===== src/rtl/cmp_pkg.sv =====
// ---------------------------------------------------------------------------
// cmp_pkg
// Shared types and helpers for the sequential magnitude comparator.
//   state_e      : controller states (IDLE, RUN, DONE)
//   result_e     : 2-bit compare outcome (EQ, GT, LT)
//   num_slices() : number of DIGIT-wide slices in a WIDTH-bit operand
//   idx_width()  : width of the slice index counter, clog2(N) with a floor of 1
//   flags_of()   : result code -> one-hot {gt, lt, eq} flag vector
// ---------------------------------------------------------------------------
package cmp_pkg;

    typedef enum logic [1:0] {
        IDLE = 2'd0,
        RUN  = 2'd1,
        DONE = 2'd2
    } state_e;

    typedef enum logic [1:0] {
        EQ = 2'd0,
        GT = 2'd1,
        LT = 2'd2
    } result_e;

    // Guarded against an illegal DIGIT so that the elaboration-time
    // legality check gets to report the problem instead of a divide by zero.
    function automatic int num_slices(input int width, input int digit);
        if (digit < 1) begin
            return 1;
        end
        return width / digit;
    endfunction

    // A one-slice compare still needs a 1-bit index register.
    function automatic int idx_width(input int n);
        if (n <= 1) begin
            return 1;
        end
        return $clog2(n);
    endfunction

    // Flag vector ordering is {gt, lt, eq}.
    function automatic logic [2:0] flags_of(input result_e res);
        case (res)
            GT:      return 3'b100;
            LT:      return 3'b010;
            default: return 3'b001;
        endcase
    endfunction

endpackage


===== src/rtl/digit_compare.sv =====
// ---------------------------------------------------------------------------
// digit_compare
// Combinational unsigned magnitude compare of two DIGIT-bit slices. This is
// the old fixed 4-bit comparator widened to any slice size.
// Ports:
//   a, b : slice operands (unsigned)
//   gt   : a >  b
//   lt   : a <  b
//   eq   : a == b
// Exactly one output is high for any input pair.
// ---------------------------------------------------------------------------
module digit_compare #(
    parameter int DIGIT = 4
) (
    input  logic [DIGIT-1:0] a,
    input  logic [DIGIT-1:0] b,
    output logic             gt,
    output logic             lt,
    output logic             eq
);

    assign gt = (a > b);
    assign lt = (a < b);
    assign eq = (a == b);

endmodule


===== src/rtl/seq_magnitude_comparator.sv =====
// ---------------------------------------------------------------------------
// seq_magnitude_comparator
// Multi-cycle magnitude comparator for wide operands. The operands are
// latched on an accepted start and compared one DIGIT-bit slice per clock,
// most significant slice first, so only a DIGIT-wide comparator sits in the
// timing path.
//
// Handshake: start is honoured only while IDLE (busy = 0, done = 0); there
// is no queuing, a start seen in RUN or DONE is dropped. An accepted start
// clears all result flags. busy is high for every RUN cycle, done is a
// one-cycle pulse in the cycle after the deciding edge, and the flags are
// valid from that pulse until the next accepted start.
//
// Ports:
//   clk, rst_n    : clock, asynchronous active-low reset
//   start         : compare request
//   signed_mode   : 1 = two's-complement compare (sampled with start)
//   a, b          : operands (sampled with start)
//   busy          : high while comparing
//   done          : one-cycle completion pulse
//   a_gt_b/a_lt_b/a_eq_b : registered one-hot result
//   dbg_state     : current controller state, for observation only
// ---------------------------------------------------------------------------
module seq_magnitude_comparator
    import cmp_pkg::*;
#(
    parameter int WIDTH      = 16,
    parameter int DIGIT      = 4,
    parameter int EARLY_EXIT = 1
) (
    input  logic             clk,
    input  logic             rst_n,
    input  logic             start,
    input  logic             signed_mode,
    input  logic [WIDTH-1:0] a,
    input  logic [WIDTH-1:0] b,
    output logic             busy,
    output logic             done,
    output logic             a_gt_b,
    output logic             a_lt_b,
    output logic             a_eq_b,
    output state_e           dbg_state
);

    localparam int N  = num_slices(WIDTH, DIGIT);
    localparam int IW = idx_width(N);
    localparam logic [IW-1:0] LAST_IDX = IW'(N - 1);

    // -----------------------------------------------------------------------
    // Parameter legality
    // -----------------------------------------------------------------------
    generate
        if (DIGIT < 1) begin : g_bad_digit
            $error("seq_magnitude_comparator: DIGIT must be >= 1");
        end else if ((WIDTH % DIGIT) != 0) begin : g_bad_width
            $error("seq_magnitude_comparator: WIDTH must be a multiple of DIGIT");
        end
    endgenerate

    // -----------------------------------------------------------------------
    // Registers
    // -----------------------------------------------------------------------
    state_e           r_state;
    logic [IW-1:0]    r_idx;
    logic [WIDTH-1:0] r_a;
    logic [WIDTH-1:0] r_b;
    result_e          r_first;   // first differing slice seen so far (sticky)
    logic [2:0]       r_flags;   // {gt, lt, eq}
    logic             r_busy;
    logic             r_done;

    // -----------------------------------------------------------------------
    // Next-state / datapath wires
    // -----------------------------------------------------------------------
    state_e           w_nxt_state;
    logic [IW-1:0]    w_nxt_idx;
    logic [WIDTH-1:0] w_nxt_a;
    logic [WIDTH-1:0] w_nxt_b;
    result_e          w_nxt_first;
    logic [2:0]       w_nxt_flags;

    logic [DIGIT-1:0] w_slice_a;
    logic [DIGIT-1:0] w_slice_b;
    logic             w_gt;
    logic             w_lt;
    logic             w_eq;
    result_e          w_slice_res;
    result_e          w_eff_res;

    // -----------------------------------------------------------------------
    // Slice select: idx 0 picks the most significant slice.
    // -----------------------------------------------------------------------
    always_comb begin
        w_slice_a = '0;
        w_slice_b = '0;
        for (int k = 0; k < N; k++) begin
            if (r_idx == IW'(k)) begin
                w_slice_a = r_a[WIDTH-1-k*DIGIT -: DIGIT];
                w_slice_b = r_b[WIDTH-1-k*DIGIT -: DIGIT];
            end
        end
    end

    digit_compare #(
        .DIGIT (DIGIT)
    ) u_digit_compare (
        .a  (w_slice_a),
        .b  (w_slice_b),
        .gt (w_gt),
        .lt (w_lt),
        .eq (w_eq)
    );

    always_comb begin
        case ({w_gt, w_lt, w_eq})
            3'b100:  w_slice_res = GT;
            3'b010:  w_slice_res = LT;
            default: w_slice_res = EQ;
        endcase
    end

    // Once a slice has differed, its verdict wins over anything less
    // significant; only while everything above was equal does the current
    // slice decide.
    assign w_eff_res = (r_first != EQ) ? r_first : w_slice_res;

    // -----------------------------------------------------------------------
    // Controller: state register
    // -----------------------------------------------------------------------
    always_ff @(posedge clk or negedge rst_n) begin
        if (!rst_n) begin
            r_state <= IDLE;
        end else begin
            r_state <= w_nxt_state;
        end
    end

    // -----------------------------------------------------------------------
    // Controller: next state and datapath updates
    // -----------------------------------------------------------------------
    always_comb begin
        w_nxt_state = r_state;
        w_nxt_idx   = r_idx;
        w_nxt_a     = r_a;
        w_nxt_b     = r_b;
        w_nxt_first = r_first;
        w_nxt_flags = r_flags;

        case (r_state)
            IDLE: begin
                if (start) begin
                    // Flipping the sign bit maps two's-complement order onto
                    // unsigned order, so signed_mode needs no storage beyond
                    // this point and the slice datapath stays unsigned.
                    w_nxt_a            = a;
                    w_nxt_b            = b;
                    w_nxt_a[WIDTH-1]   = a[WIDTH-1] ^ signed_mode;
                    w_nxt_b[WIDTH-1]   = b[WIDTH-1] ^ signed_mode;
                    w_nxt_flags        = 3'b000;
                    w_nxt_first        = EQ;
                    w_nxt_idx          = '0;
                    w_nxt_state        = RUN;
                end
            end

            RUN: begin
                if ((EARLY_EXIT != 0) && (w_slice_res != EQ)) begin
                    w_nxt_flags = flags_of(w_slice_res);
                    w_nxt_state = DONE;
                end else if (r_idx == LAST_IDX) begin
                    w_nxt_flags = flags_of(w_eff_res);
                    w_nxt_state = DONE;
                end else begin
                    w_nxt_first = w_eff_res;
                    w_nxt_idx   = r_idx + IW'(1);
                end
            end

            DONE: begin
                w_nxt_state = IDLE;
            end

            default: begin
                w_nxt_state = IDLE;
            end
        endcase
    end

    // -----------------------------------------------------------------------
    // Datapath and registered status outputs
    // -----------------------------------------------------------------------
    always_ff @(posedge clk or negedge rst_n) begin
        if (!rst_n) begin
            r_idx   <= '0;
            r_a     <= '0;
            r_b     <= '0;
            r_first <= EQ;
            r_flags <= 3'b000;
            r_busy  <= 1'b0;
            r_done  <= 1'b0;
        end else begin
            r_idx   <= w_nxt_idx;
            r_a     <= w_nxt_a;
            r_b     <= w_nxt_b;
            r_first <= w_nxt_first;
            r_flags <= w_nxt_flags;
            // Decoded from the next state so both are plain flops that track
            // the state register exactly.
            r_busy  <= (w_nxt_state == RUN);
            r_done  <= (w_nxt_state == DONE);
        end
    end

    assign busy      = r_busy;
    assign done      = r_done;
    assign a_gt_b    = r_flags[2];
    assign a_lt_b    = r_flags[1];
    assign a_eq_b    = r_flags[0];
    assign dbg_state = r_state;

`ifndef SYNTHESIS
    a_busy_done_excl: assert property (@(posedge clk) disable iff (!rst_n)
        !(r_busy && r_done));
    a_result_onehot: assert property (@(posedge clk) disable iff (!rst_n)
        r_done |-> $onehot(r_flags));
    a_busy_tracks_state: assert property (@(posedge clk) disable iff (!rst_n)
        r_busy == (r_state == RUN));
`endif

endmodule

===== config.mk =====
export PLATFORM = sky130hd
export DESIGN_NAME = seq_magnitude_comparator
export DESIGN_NICKNAME = d
export VERILOG_FILES = /design/src/rtl/cmp_pkg.sv /design/src/rtl/digit_compare.sv /design/src/rtl/seq_magnitude_comparator.sv
export SDC_FILE = /design/constraint.sdc
export NUM_CORES = 1
export LEC_CHECK = 0
export ABC_CLOCK_PERIOD_IN_PS = 3510
export CORE_ASPECT_RATIO = 1.5
export CORE_MARGIN = 4
export CORE_UTILIZATION = 51
export CTS_BUF_LIST = sky130_fd_sc_hd__clkbuf_8 sky130_fd_sc_hd__clkbuf_16
export CTS_CLUSTER_SIZE = 24
export DETAILED_ROUTE_END_ITERATION = 8
export PLACE_DENSITY = 0.87
export SKIP_LAST_GASP = 1
export SLEW_MARGIN = 20
export SYNTH_ARGS = -nofsm -noshare
export SYNTH_HDL_FRONTEND = slang
export SYNTH_SLANG_ARGS = --single-unit

===== constraint.sdc =====
create_clock -name clk -period 3.51 [get_ports clk]
set_input_delay 0.8775 -clock clk [delete_from_list [all_inputs] [get_ports clk]]
set_output_delay 0.8775 -clock clk [all_outputs]
set_load 0.02 [all_outputs]

# After elaboration in Yosys (flattened, before gate mapping)
# Index checks and enable logic that the tools add are counted.
[totals]
register_bits = 43
inputBits = 36
out_inout_bits = 7
elab_cells = 65
[classes]
addsub = 1
order_cmp = 2
eq_ne = 17
muxes = 27
n_bitwise = 2
n_reduce_logical = 8
[op_table]
columns = ["operator", "n"]
rows = [
  ["4-bit 2-to-1 mux", 8],
  ["2-bit 2-to-1 mux", 9],
  ["3-bit one-hot mux with 2 select lines", 3],
  ["2-bit one-hot mux with 2 select lines", 4],
  ["2-bit by 1-bit equality test with 1-bit output, second input constant", 5],
  ["2-bit equality test, second input constant", 5],
  ["3-bit 2-to-1 mux", 3],
  ["2-bit inequality test, second input constant", 3],
  ["2-bit nonzero test", 3],
  ["4-bit equality test", 1],
  ["4-bit > comparator", 1],
  ["2-bit zero test", 2],
  ["4-bit < comparator", 1],
  ["4-bit AND reduction", 1],
  ["3-bit by 2-bit equality test with 1-bit output, second input constant", 1],
  ["3-bit equality test, second input constant", 1],
  ["3-bit inequality test, second input constant", 1],
  ["3-bit AND reduction", 1],
  ["2-bit by 1-bit adder with 2-bit output, second input constant", 1],
  ["2-bit AND reduction", 1],
  ["1-bit XOR", 2],
]

# Logic depth before layout (Yosys ltp)
[depth]
word_depth = 14
ltp_mapped = 17

# Modules after synthesis
# Synthesis repeated with hierarchy kept, for this count alone.
[unflattened]
hier_cells = 196
hier_area_um2 = 2282.2
[by_module_without_submodules]
columns = ["module", "instances", "cells_per_inst", "area_per_inst_um2"]
rows = [
  ["seq_magnitude_comparator", 1, 180, 2153.3],
  ["digit_compare", 1, 16, 128.9],
]

# Worst setup path before layout
# Ideal clock, no wire load.
[synth_timing]
path_type = "reg-to-reg"
startpoint = "reg r_idx[0]"
endpoint = "reg r_flags[2]"
arrival_ps = 2823
required_ps = 3375
slack_ps = 552
stages_incl_launch_ff = 17
path_buffers = 3
synth_period_minus_slack_ps = 2958
path_cell_list = "dfrtp_1 -> ha_1 -> buf_2 -> nor2b_1 -> clkbuf_1 -> a221oi_1 -> nor3_1 -> a21oi_1 -> ha_1 -> and4_4 -> buf_6 -> nor3_1 -> a21oi_1 -> ha_1 -> or2b_1 -> nand2_1 -> o31ai_2"
[synth_via]
elab_chain_len = 14
elab_cells_between_ends = 31
[synth_rtl]
columns = ["item", "line_no", "text"]
rows = [
  ["start, declared", "seq_magnitude_comparator.sv:64", "logic [IW-1:0] r_idx;"],
  ["start signal, assigned", "seq_magnitude_comparator.sv:202", "r_idx <= w_nxt_idx;"],
  ["2-bit zero test", "seq_magnitude_comparator.sv:97", "if (r_idx == IW'(k)) begin"],
  ["4-bit 2-to-1 mux (4 in a row)", "seq_magnitude_comparator.sv:97", ""],
  ["4-bit < comparator (tied with other cells)", "digit_compare.sv:23", "assign lt = (a < b);"],
  ["3-bit by 2-bit equality test with 1-bit output or 3-bit equality test (tied branches)", "seq_magnitude_comparator.sv:115", "case ({w_gt, w_lt, w_eq})"],
  ["2-bit one-hot mux with 2 select lines", "seq_magnitude_comparator.sv:115", ""],
  ["2-bit 2-to-1 mux", "seq_magnitude_comparator.sv:125", "assign w_eff_res = (r_first != EQ) ? r_first : w_slice_res;"],
  ["2-bit equality test or 2-bit by 1-bit equality test with 1-bit output (tied branches)", "cmp_pkg.sv:43", "case (res)"],
  ["3-bit one-hot mux with 2 select lines", "cmp_pkg.sv:43", ""],
  ["3-bit 2-to-1 mux", "seq_magnitude_comparator.sv:170", "end else if (r_idx == LAST_IDX) begin"],
  ["3-bit 2-to-1 mux", "seq_magnitude_comparator.sv:167", "if ((EARLY_EXIT != 0) && (w_slice_res != EQ)) begin"],
  ["3-bit one-hot mux with 2 select lines", "seq_magnitude_comparator.sv:149", "case (r_state)"],
  ["end signal, assigned", "seq_magnitude_comparator.sv:206", "r_flags <= w_nxt_flags;"],
  ["end, declared", "seq_magnitude_comparator.sv:68", "logic [2:0] r_flags;"],
]
# Several ways; a longest one is shown, not always the timed one. The select of a mux whose other input is x is not followed.
# A chain may end at the register's enable or synchronous reset.

# Final worst setup path
[layout_timing]
startpoint = "reg r_idx[1]"
endpoint = "reg r_flags[2]"
# Same word-level chain as after synthesis.

==> results.sh <==
export IMPL_outcome="finished, final reports clean"
export IMPL_r2r_start="r_idx[1]$_DFFE_PN0P_"
export IMPL_yosys_area_top_type="dfrtp_1"
export IMPL_syn_to_final_growth_pct=24.0
export IMPL_clkLatencyLatePin_ns=0.29
export IMPL_path_clk_slew_ns=0.08
export IMPL_fillers=339
export IMPL_hold_path_class="reg -> reg"
export IMPL_leakage_nw=1.27
export IMPL_synth_top_area_share=0.508
export IMPL_ir_worst_vdd_v=0.000924
export IMPL_fin_setup_tns_ns=0
export IMPL_h_tree_depth=2
export IMPL_layout_drive_gt1_share=0.0505
export IMPL_p_sw_frac=0.409
export IMPL_pwr_share_clk=0.126
export IMPL_routabilityCongestion=0.915
export IMPL_avgRoutedWirePerCell_um=13.6
export IMPL_vias_per_cell=5.21
export IMPL_reg2regPathDepth=14
export IMPL_first_pass_iters=4
export IMPL_synth_most_common_cell="nand2_1"
export IMPL_use_met1=0.212
export IMPL_ys_seq_area_frac=0.508
export IMPL_hp_start="r_a[1]$_DFFE_PN0P_"
export IMPL_dieWidth_um=60.6
export IMPL_syn_num_nets=286
export IMPL_synth_cell_type_count=31
export IMPL_finalWorstSetupSlack_ns=0.299
export IMPL_slowest_stage="dfrtp_1"
export IMPL_yosys_most_used_dff="dfrtp_1"
export IMPL_place_ws_ns=0.269
export IMPL_cts_made_buffers=5
export IMPL_vias=1679
export IMPL_finClkSkew_ns=0.00491
export IMPL_path_max_fanout=10
export IMPL_fmax_mhz=311
export IMPL_p_comb_frac=0.527
export IMPL_wl_mm=4.39
export IMPL_cts_hold_fix_buffers=0
export IMPL_initial_core_util=0.530
export IMPL_post_route_period_util=0.915
export IMPL_p_per_area_nw_per_um2=935
export IMPL_ys_ff_latch=43
export IMPL_drv_slew=0
export IMPL_overflow=0
export IMPL_sequentialPowerShare=0.348
export IMPL_end_kind="flop"
export IMPL_cts_tree="yes"
export IMPL_p_int_w=0.00145
export IMPL_hold_viol_final=0
export IMPL_power_switching_w=0.00100
export IMPL_hpwl_mm=3.25
export IMPL_grt_total_usage=0.192
export IMPL_antenna_found_initial=0
export IMPL_avgSynthCellArea_um2=8.82
export IMPL_die_area_um2=5270
export IMPL_worstPathCellList="inv_1, ha_1, nor2b_2, a221oi_1, o31ai_1, ha_1, o21ai_0, a21oi_1, nor3_1, a21oi_1, ha_1, or2b_1, nand2_1, o31ai_2"
export IMPL_grt_max_degree=44
export IMPL_root_buffer="clkbuf_8"
export IMPL_critPathLaunch="r_idx[1]$_DFFE_PN0P_"
export IMPL_nets=323
export IMPL_tightest_slew_ns=0.918
export IMPL_pin_count=43
export IMPL_min_period_ns=3.21
export IMPL_synthCells=240
export IMPL_busiest_layer="met2"
export IMPL_min_path_cells=2
export IMPL_drt_iter0_drc=46
export IMPL_worst_path_largest_cell_delay_ns=0.41
export IMPL_grt_pass1_vias=1693
export IMPL_cts_sinks=43
export IMPL_setup_viol=0
export IMPL_cts_buffer_depth=2
export IMPL_grt_first_pass_wirelength_mm=7.40
export IMPL_core_area_um2=3990
export IMPL_multi_input_area_um2=960
export IMPL_critical_path_class="reg -> reg"
export IMPL_rsz0062_at_grt="no"
export IMPL_drv_cap=0
export IMPL_syn_cell_area_um2=2120
export IMPL_ant_nets=0
export IMPL_critPathLaunchType="flop"
export IMPL_cpMostUsedCell="ha_1"
export IMPL_synth_edf_count=0
export IMPL_async_reset_ff_frac=1.00
export IMPL_synth_warnings=0
export IMPL_die_h_um=86.9
export IMPL_drc_errors=0
export IMPL_antennaDiodeCount=0
export IMPL_synth_commonest_cells="104 x nand2_1, 43 x dfrtp_1, 10 x ha_1"
export IMPL_cp_required_ns=3.68
export IMPL_maxSlewHeadroom=0.388
export IMPL_gr_usage_met2=0.329
export IMPL_synthTopCellsByArea="dfrtp_1 51%, nand2_1 18%, ha_1 5.9%, a221oi_1 2.9%, o31ai_1 2.5%"
export IMPL_worstPathArrival_ns=3.38
export IMPL_regArea_um2=1080
export IMPL_num_rows=28
export IMPL_io_buffers=42
export IMPL_met3_usage=0.0504
## worst max-delay path, delay by kind of cell, from the launching register on
kind	cells	cell delay [ns]
flops	1	0.41
simple gates	4	0.81
buf+inv	1	0.11
fa+ha+maj	3	0.92
compound gates	6	0.86
## cells by family after synthesis
logic type	count (synthesis)	synth area share
and+or+nand+nor	130	0.258
buffers and inverters	18	0.0396
AOI/OAI and AO/OA	35	0.118
xor gates and xnor gates	2	0.00828
DFF	43	0.508
adders and majority gates	10	0.0591
muxes	2	0.00946
## flip-flops by register name (all words and copies together) (netlist names)
signal / count
r_a: 16
r_idx: 2
r_first: 2
busy: 1
r_b: 16
dbg_state: 2
r_flags: 3
done: 1
## path summary, 6_finish.rpt
| path | to | slack [ns] |
|---|---|---|
| min in group asynchronous | dbg_state[1]$_DFF_PN0_ | 0.71 |
| hold reg to reg | r_a[1]$_DFFE_PN0P_ | 0.49 |
| hold / removal | r_a[1]$_DFFE_PN0P_ | 0.49 |
| setup reg to reg | r_flags[2]$_DFFE_PN0P_ | 0.30 |
| setup / recovery | r_flags[2]$_DFFE_PN0P_ | 0.30 |
| max in group asynchronous | r_a[14]$_DFFE_PN0P_ | 2.22 |
## stage by stage
stage | power (W) | utilization | instance area [um^2] | hold slack, ns | cells
6_report | 0.00246 | 0.657 | 2630 | 0.487 | 322
3_5_place_dp | 0.00215 | 0.635 | 2530 | 0.465 | 315
4_1_cts | 0.00246 | 0.657 | 2620 | 0.489 | 322
5_1_grt | 0.00271 | 0.657 | 2630 | 0.516 | 322
3_3_place_gp | 0.00210 | 0.635 | 2530 | 0.462 | 315
2_1_floorplan | 0.00185 | - | 2120 | 0.438 | 240
## metal layers
layer  part of all wire  wire length (um)
met1               0.40              1770
met2               0.52              2280
met3              0.045               196
met4              0.032               142
met5                  0                 0
## cell usage in the layout, fill, tap and decap left out, drive strengths merged, types with 2 or more instances in the layout
master | Yosys | layout
nor2b | 8 | 8
nor3 | 4 | 4
a21oi | 6 | 6
clkdlybuf4s50 | 0 | 41
a221oi | 7 | 7
clkbuf | 6 | 6
a21o | 2 | 2
buf | 8 | 3
o31ai | 8 | 8
a21boi | 2 | 2
nor2 | 5 | 5
dfrtp | 43 | 43
and2 | 2 | 2
mux2i | 2 | 2
inv | 4 | 4
xnor2 | 2 | 2
nand2 | 104 | 104
ha | 10 | 10
o21ai | 7 | 7
## power by group through the flow
stage	clock network [W]	registers (W)	logic [W]
after global routing	0.000339	0.000874	0.00150
after CTS	0.000319	0.000853	0.00129
final	0.000308	0.000853	0.00129
after floorplan	0	0.000841	0.00101
after detailed placement	0	0.000858	0.00129
after global placement	0	0.000854	0.00125
## area by class of cell
| cell class | count | share of cell area |
|---|---|---|
| Clock buffer | 6 | 0.0315 |
| Multi-Input combinational cell | 179 | 0.366 |
| Inverter | 4 | 0.00572 |
| Sequential cell | 43 | 0.410 |
| Clock inverter | 1 | 0.00191 |
| Timing Repair Buffer | 44 | 0.164 |
| Tap cell | 45 | 0.0214 |
## timing repair
item	CTS	global route
endpoints found under the hold margin	0	0
resized for setup	0	1
buffers inserted	0	0
setup endpoints to repair	0	2
No activity file was read; power rests on OpenSTA's default activity.
